**config.mk**
```make
export PLATFORM = sky130hd
export DESIGN_NAME = ifetch_unit
export DESIGN_NICKNAME = d
export VERILOG_FILES = /design/src/rtl/ifetch_unit.sv
export SDC_FILE = /design/constraint.sdc
export NUM_CORES = 1
export LEC_CHECK = 0
export BUFFER_PORTS_ARGS = -buffer_cell sky130_fd_sc_hd__buf_4
export CAP_MARGIN = 0
export CORE_AREA = 2 2 75 112
export CTS_CLUSTER_DIAMETER = 80
export DETAILED_ROUTE_END_ITERATION = 8
export DIE_AREA = 0 0 77 114
export PLACE_DENSITY_LB_ADDON = 0.25
export SLEW_MARGIN = 40
export SYNTH_ARGS = -nofsm -noshare
export SYNTH_HDL_FRONTEND = slang
export SYNTH_SLANG_ARGS = --single-unit
```
**constraint.sdc**
```tcl
create_clock -name clk -period 2 [get_ports clk]
set_input_delay 0.1 -clock clk [delete_from_list [all_inputs] [get_ports clk]]
set_output_delay 0.1 -clock clk [all_outputs]
set_load 0.01 [all_outputs]
```
**src/rtl/ifetch_unit.sv**
```systemverilog
// Instruction fetch stage for the single-cycle KGP-RISC datapath.
// Holds the PC, fetches one word per instruction over a req/ack handshake,
// presents it to the datapath, then waits for the next PC from the next-PC mux.
module ifetch_unit #(
  parameter logic [31:0] RESET_PC   = 32'h0000_0000,
  parameter logic [31:0] HALT_INSTR = 32'hFFFF_FFFF
) (
  input  logic        clk,
  input  logic        rst,
  input  logic [31:0] npc,
  input  logic        npc_valid,
  output logic        imem_req,
  output logic [31:0] imem_addr,
  input  logic        imem_ack,
  input  logic [31:0] imem_rdata,
  output logic [31:0] instr,
  output logic        instr_valid,
  output logic [31:0] pc,
  output logic [31:0] pc_plus4,
  output logic        halted,
  output logic        misalign
);

  typedef enum logic [1:0] {
    FETCH = 2'd0,
    EXEC  = 2'd1,
    HALT  = 2'd2
  } state_t;

  state_t      state_reg, state_next;
  logic [31:0] pc_reg, pc_next;
  logic [31:0] instr_reg, instr_next;
  logic        valid_reg, valid_next;
  logic        halted_reg, halted_next;
  logic        misalign_reg, misalign_next;

  // State and registered outputs; reset wins over every other input.
  always_ff @(posedge clk) begin
    if (rst) begin
      state_reg    <= FETCH;
      pc_reg       <= RESET_PC;
      instr_reg    <= 32'd0;
      valid_reg    <= 1'b0;
      halted_reg   <= 1'b0;
      misalign_reg <= 1'b0;
    end else begin
      state_reg    <= state_next;
      pc_reg       <= pc_next;
      instr_reg    <= instr_next;
      valid_reg    <= valid_next;
      halted_reg   <= halted_next;
      misalign_reg <= misalign_next;
    end
  end

  // Next-state logic: each state only listens to the input relevant to it.
  always_comb begin
    state_next    = state_reg;
    pc_next       = pc_reg;
    instr_next    = instr_reg;
    valid_next    = valid_reg;
    halted_next   = halted_reg;
    misalign_next = misalign_reg;
    unique case (state_reg)
      FETCH: begin
        if (imem_ack) begin
          instr_next = imem_rdata;
          if (imem_rdata == HALT_INSTR) begin
            halted_next = 1'b1;
            state_next  = HALT;
          end else begin
            valid_next = 1'b1;
            state_next = EXEC;
          end
        end
      end
      EXEC: begin
        if (npc_valid) begin
          // A misaligned target is still latched so it can be inspected.
          pc_next    = npc;
          valid_next = 1'b0;
          if (npc[1:0] == 2'b00) begin
            state_next = FETCH;
          end else begin
            misalign_next = 1'b1;
            halted_next   = 1'b1;
            state_next    = HALT;
          end
        end
      end
      HALT: begin
        state_next = HALT;
      end
      default: begin
        state_next = FETCH;
      end
    endcase
  end

  // Request is suppressed during reset so an abandoned fetch is never re-acked.
  assign imem_req    = (state_reg == FETCH) && !rst;
  assign imem_addr   = pc_reg;
  assign pc          = pc_reg;
  assign pc_plus4    = pc_reg + 32'd4;
  assign instr       = instr_reg;
  assign instr_valid = valid_reg;
  assign halted      = halted_reg;
  assign misalign    = misalign_reg;

endmodule

```
# [Yosys cells after proc, flatten, opt, wreduce, memory -nomap -nowiden]
# Cells that the tools add are included.
[totals] elab_cells=41 output_inout_bits=132 reg_bits=69
[op_classes] n_addsub=1 n_reduce_logical=11 n_bitwise=1 muxes=14 n_eq_ne=8
[ops] cell="32-bit by 3-bit adder with 32-bit output, second input constant" count=1
[ops] cell="32-bit equality test, second input constant" count=1
[ops] cell="2-bit != test, second input constant" count=5
[ops] cell="2-bit two-way mux" count=4
[ops] cell="1-bit two-way mux" count=7
[ops] cell="2-bit one-hot mux with 3 select lines" count=1
[ops] cell="2-bit AND reduction" count=3
[ops] cell="5-bit AND reduction" count=1
[ops] cell="2-bit logical NOT" count=2
[ops] cell="1-bit one-hot mux with 2 select lines" count=2
[ops] cell="4-bit AND reduction" count=1
[ops] cell="3-bit AND reduction" count=1
[ops] cell="2-bit by 1-bit equality test with 1-bit output, second input constant" count=1
[ops] cell="2-bit equality test, second input constant" count=1
[ops] cell="2-bit nonzero test" count=1
[ops] cell="1-bit logical AND" count=1
[ops] cell="1-bit logical NOT" count=1
[ops] cell="1-bit NOT" count=1

# [Logic depth before layout (Yosys ltp)]
# Gate-level depths: netlist of the first run.
[depth] word_depth=4 ltp_mapped=6 ltp_nobuf=5

# [Worst setup path after synthesis of the first run]
# Ideal clock, no wire load.
[synth_timing] path_type="register -> output" from="reg pc_reg[2], in the netlist imem_addr[2]" to="out pc_plus4[30]" arrival_ns=1.610 path_buffers=0 slack_ns=0.290 stages_incl_launch_ff=6 cell_sequence="dfxtp_1 > ha_1 > nand3_1 > nor4_4 > and3_1 > xor2_1"
[synth_via] elab_chain_len=1
[synth_lines] element="from (decl)" line_no="31" text="logic [31:0] pc_reg, pc_next;"
[synth_lines] element="from (signal assigned)" line_no="48" text="pc_reg <= pc_next;"
[synth_lines] element="32-bit by 3-bit adder with 32-bit output" line_no="104" text="assign pc_plus4 = pc_reg + 32'd4;"
[synth_lines] element="to (decl)" line_no="19" text="output logic [31:0] pc_plus4,"
# No other way between the ends.

# [Worst setup path after layout of the first run]
[layout_timing] from="reg pc_reg[12], in the netlist imem_addr[12]" to="out pc_plus4[22]"
# The elaborated chain is that of the path after synthesis.

==> results of run 1 <==
==> synth_stat cells (all sizes together), types with 3 or more instances <==
cell type,instances
nand2,136
dfxtp,69
a21oi,65
buf,39
xnor2,22
clkbuf,18
nand4,17
nand3,12
nor2,9
and4,6
xor2,6
inv,4
nor4,4
and3,3
==> cell type report <==
cell class | count | area (µm²) | share of cell area
Inverter | 4 | 15.0 | 0.00298
Sequential cell | 69 | 1390 | 0.276
Timing Repair Buffer | 220 | 1660 | 0.329
Clock buffer | 11 | 253 | 0.0501
Clock inverter | 5 | 25.0 | 0.00496
Tap cell | 105 | 131 | 0.0260
Multi-Input combinational cell | 294 | 1570 | 0.311
==> stage by stage <==
| stage | util | area, µm² | instances |
|---|---|---|---|
| after floorplan | - | 3270 | 424 |
| after global placement | 0.592 | 4680 | 689 |
| after detailed placement | 0.592 | 4680 | 689 |
| after CTS | 0.631 | 4990 | 707 |
| after global routing | 0.638 | 5050 | 708 |
| final | 0.638 | 5050 | 708 |
==> critical path: cells and delay by family (launching register included) <==
kind	cells	cell delay [ns]
xor+xnor	1	0.20
flops	1	0.39
simple gates	3	0.58
buf+inv	2	0.32
==> cells by family after synthesis <==
family          after synthesis
compound gates               71
fa+ha+maj                     1
simple gates                194
xor+xnor                     28
flops                        69
buf+inv                      61
==> power groups by stage <==
stage / sequential, mW / combinational [mW] / clock, mW
2_1_floorplan: 1.59 / 0.266 / 0
3_5_place_dp: 1.55 / 0.648 / 0
3_3_place_gp: 1.55 / 0.641 / 0
5_1_grt: 1.54 / 0.703 / 1.53
4_1_cts: 1.52 / 0.650 / 1.47
6_report: 1.52 / 0.645 / 1.45
==> repair_timing <==
action / in CTS / in global routing
pin swaps: 2 / 4
setup endpoints to repair: 16 / 19
gates resized for setup: 6 / 13
hold buffers: 0 / 0
buffers inserted: 2 / 1
==> layer usage <==
layer | routed length, µm | global-route usage | up-vias
li1 | - | - | 1728
met1 | 3770 | 0.239 | 1538
met2 | 4900 | 0.376 | 153
met3 | 762 | 0.0585 | 9
met4 | 134 | 0.0833 | 0
met5 | 0 | 0 | -
==> final timing paths <==
kind                               startpoint       endpoint  cells past startpoint
worst max-delay path            imem_addr[12]   pc_plus4[22]                      6
worst min-delay path                   npc[4]   imem_addr[4]                      3
worst max register to register   state_reg[0]  imem_addr[20]                      5
worst min register to register       misalign       misalign                      2
==> run_results.csv, run 1 <==
group,metric,value,unit
logic_synthesis,netlist_area,3270,µm²
pwr,power.leakage,2.32,nW
clock_tree,tritoncts,"yes",
logic_synthesis,async_reset_ff_frac,0,
logic_synthesis,synth_xor_area_frac,0.0750,
pwr,clockPowerShare,0.401,
floorplanning,start_util,0.414,
pwr,powerDensity,717,nW/µm²
floorplanning,fp.dieArea,8780,µm²
critical_path,r2r_slack,0.53,ns
timing,clock_skew,0.00363,ns
floorplanning,chipWidth,77,µm
floorplanning,core,7910,µm²
clock_tree,cts-root-buf,"clkbuf_16",
clock_tree,path_clk_slew,0.05,ns
logic_synthesis,synth_top_area_frac,0.422,
placed_design,pre_cts_ws,0.191,ns
logic_synthesis,synth_area_leaders,"dfxtp_1 42%, nand2_1 16%, a21oi_1 9.9%",
pwr,p_int,2.68,mW
timing,fmax,524,MHz
timing,setup_tns,0,ns
critical_path,worstSetupPathType,"register to primary output",
clock_tree,clock_path_buffers,2,
detailed_routing,routed_wl,9.56,mm
global_routing,grt_pass1_wl,15.0,mm
placed_design,dp_hpwl,7.22,mm
detailed_routing,via_per_inst,4.84,
global_routing,antenna_found_initial,0,
logic_synthesis,synth_nets,493,
clock_tree,cts.sinks,69,
detailed_routing,drt_iter0_markers,193,
layout,fillers,728,
logic_synthesis,synth_flop_cell,"dfxtp_1",
logic_synthesis,synth.area.mux_share,0,
layout,drive_gt1_frac,0.421,
logic_synthesis,synth_cells,424,
pwr,p_sw_frac,0.259,
critical_path,end_kind,"primary output",
status,run_status,"finished, final reports clean",
min_path,hold_class,"primary input to register",
logic_synthesis,synth.distinct_cells,29,
logic_synthesis,synthAdderAreaFrac,0.00383,
timing,finalSetupViolCount,0,
timing,hold_viol_final,0,
pwr,irDropWorstVdd,0.569,mV
pwr,combPwrFrac,0.178,
layout,syn2layout_area_growth,54.3,%
logic_synthesis,yosysTopAreaCell,"dfxtp_1",
timing,fin_crit,1.91,ns
global_routing,grt.total_usage,0.211,
logic_synthesis,synth_edf_count,0,
clock_tree,htree_levels,3,
detailed_routing,detailroute.via_count,3428,
logic_synthesis,synth-simple-area-share,0.274,
timing,final_max_slew_viol_count,0,
critical_path,required,1.90,ns
global_routing,first_global_vias,3133,
detailed_routing,wl_per_cell,13.5,µm
logic_synthesis,synth.avg_cell_area,7.71,µm²
timing,whs,0.0185,ns
critical_path,start_kind,"register",
timing,rsz0062_at_grt,"false",
layout,num_antenna_cells,0,
clock_tree,insertion_delay,0.32,ns
critical_path,path_cells,"nand4_4, nor4_4, buf_6, nand4_1, xnor2_1, buf_4",
floorplanning,placementRows,40,
layout,layout_common_cells,"218 x buf_4, 136 x nand2_1, 65 x a21oi_1",
timing,setup_ws,0.0930,ns
timing,slew_headroom,0.676,
logic_synthesis,yosysSeqAreaShare,0.422,
global_routing,grt_overflow,0,
critical_path,critPathMaxFanout,8,
pwr,pwr-share-seq,0.421,
floorplanning,die_h,114,µm
global_routing,grt_max_degree,44,
critical_path,crit_arrival,1.81,ns
layout,layout_commonest_cell,"buf_4",
detailed_routing,first_pass_iters,4,
logic_synthesis,ys_seq_elements,69,
timing,period_share,0.954,
floorplanning,io_pins,200,
critical_path,slowest_delay,0.39,ns
logic_synthesis,ys_warn_count,0,
detailed_routing,ant_nets,0,
pwr,power.total,3.62,mW
pwr,switchingPower,0.936,mW
critical_path,cp_slowest_cell,"dfxtp_4",
placed_design,gp_congestion,0.812,
placed_design,port_buffers,199,
layout,final_nets,667,
logic_synthesis,synth_top_family_by_area,"simple AND/OR/NAND/NOR gates",
clock_tree,cts_buffers,9,
detailed_routing,drcViolationCount,0,
flow_run,drv_cap,0,
logic_synthesis,synth_compound_area_frac,0.114,
timing,worstMarginPinSlew,0.482,ns
Power figures use the tool's default switching activity.
==> run 2: changes to the inputs <==
clock period = 2.05 ns   (was 2 ns; I/O delays follow)
==> run_results.csv, run 2 (synthesized netlist as in run 1, its figures left out) <==
group,metric,value,unit
floorplanning,io_pins,200,
timing,hold_viol_final,0,
status,run_status,"finished, final reports clean",
placed_design,dp_hpwl,7.06,mm
layout,drive_gt1_frac,0.416,
floorplanning,core,7910,µm²
floorplanning,start_util,0.414,
clock_tree,hold_buffers,0,
min_path,hold_class,"primary input to register",
detailed_routing,drcViolationCount,0,
clock_tree,insertion_delay,0.32,ns
timing,fmax,514,MHz
placed_design,dp.cells,687,
clock_tree,cts_buffers,9,
clock_tree,cts-root-buf,"clkbuf_16",
global_routing,antenna_found_initial,0,
timing,rsz0062_at_grt,"true",
timing,period_share,0.948,
clock_tree,cts.sinks,69,
critical_path,worst_r2r_path_depth,5,
global_routing,grt_pass1_wl,14.7,mm
pwr,power.leakage,2.34,nW
timing,clock_skew,0.00383,ns
placed_design,gp_congestion,0.828,
global_routing,grt_max_degree,48,
flow_run,drv_cap,0,
layout,stdcell_count,711,
detailed_routing,wl_per_cell,13.2,µm
detailed_routing,via_per_inst,4.82,
pwr,irDropWorstVdd,0.553,mV
clock_tree,clock_path_buffers,2,
floorplanning,fp.dieArea,8780,µm²
pwr,powerDensity,706,nW/µm²
detailed_routing,drt_iter0_markers,176,
min_path,min_path_cells,3,
clock_tree,tritoncts,"yes",
timing,finalSetupViolCount,0,
critical_path,start_kind,"register",
critical_path,worstSetupPathType,"register to primary output",
detailed_routing,routed_wl,9.39,mm
timing,setup_tns,0,ns
layout,layout_commonest_cell,"buf_4",
layout,syn2layout_area_growth,55.4,%
critical_path,end_kind,"primary output",
clock_tree,path_clk_slew,0.05,ns
timing,final_max_slew_viol_count,0,
layout,layout_common_cells,"221 x buf_4, 136 x nand2_1, 65 x a21oi_1",
timing,slew_headroom,0.667,
floorplanning,chipWidth,77,µm
placed_design,port_buffers,199,
global_routing,first_global_vias,3072,
critical_path,critPathMaxFanout,8,
critical_path,crit_arrival,1.84,ns
floorplanning,die_h,114,µm
timing,fin_crit,1.94,ns
detailed_routing,ant_nets,0,
detailed_routing,first_pass_iters,5,
clock_tree,htree_levels,3,
timing,worstMarginPinSlew,0.500,ns
layout,num_antenna_cells,0,
critical_path,required,1.95,ns
global_routing,grt.total_usage,0.206,
layout,fillers,714,
global_routing,grt_overflow,0,
detailed_routing,detailroute.via_count,3426,
layout,final_nets,670,
floorplanning,placementRows,40,
run 2: changes by cell type in the layout (fill, tap and decap cells not counted), sizes merged:
cell / change
buf: +3
clkbuf: +5
clkinv: -5
run 2: final cells by class:
| class | count | area [µm²] | share of cell area |
|---|---|---|---|
| multi-input cells | 294 | 1560 | 0.306 |
| flip-flops and latches | 69 | 1400 | 0.275 |
| clock buffers | 16 | 292 | 0.0573 |
| inverters | 4 | 15.0 | 0.00295 |
| repair buffers | 223 | 1690 | 0.333 |
| well taps | 105 | 131 | 0.0258 |
run 2: path summary, 6_finish.rpt:
check / startpoint / endpoint / slack, ns
max: imem_addr[2] / pc_plus4[30] / 0.11
min: npc[3] / imem_addr[3] / 0.02
max reg2reg: state_reg[0] / imem_addr[4] / 0.57
min reg2reg: misalign / misalign / 0.44
run 2: worst max-delay path: stages (launching register included):
cell and delay, ns:
dfxtp_4 0.37, ha_2 0.22, nand3_4 0.12, nor4_4 0.17, buf_6 0.17, and3_1 0.17, xor2_1 0.15, buf_4 0.14
run 2: power by group:
| part | switching [mW] | total [mW] | internal [mW] |
|---|---|---|---|
| clock | 0.516 | 1.47 | 0.952 |
| sequential | 0.0640 | 1.48 | 1.42 |
| combinational | 0.305 | 0.637 | 0.332 |
run 2: routing by layer:
| metal | GRT usage | share of wire | vias to the layer above |
|---|---|---|---|
| met5 | 0 | 0 | - |
| met4 | 0.0714 | 0.012 | 0 |
| met3 | 0.0680 | 0.083 | 10 |
| met2 | 0.358 | 0.51 | 154 |
| met1 | 0.238 | 0.39 | 1535 |
| li1 | - | - | 1727 |
run 2: through the flow:
step	util	worst slack [ns]	hold WS (ns)	cell area (µm²)	total power [mW]
after floorplan	-	0.337	0.238	3270	1.81
after global placement	0.592	0.258	0.350	4680	2.14
after detailed placement	0.592	0.182	0.361	4680	2.15
after CTS	0.634	0.0102	0.0110	5010	3.62
after global routing	0.643	-0.00630	0.0208	5080	3.75
final	0.643	0.106	0.0195	5080	3.59
run 2: what timing repair did:
item                       CTS  global route
hold endpoints to repair     0             0
setup endpoints to repair   15            13
resized for setup            7            10
pin swaps                    2             1
setup buffers                3             5
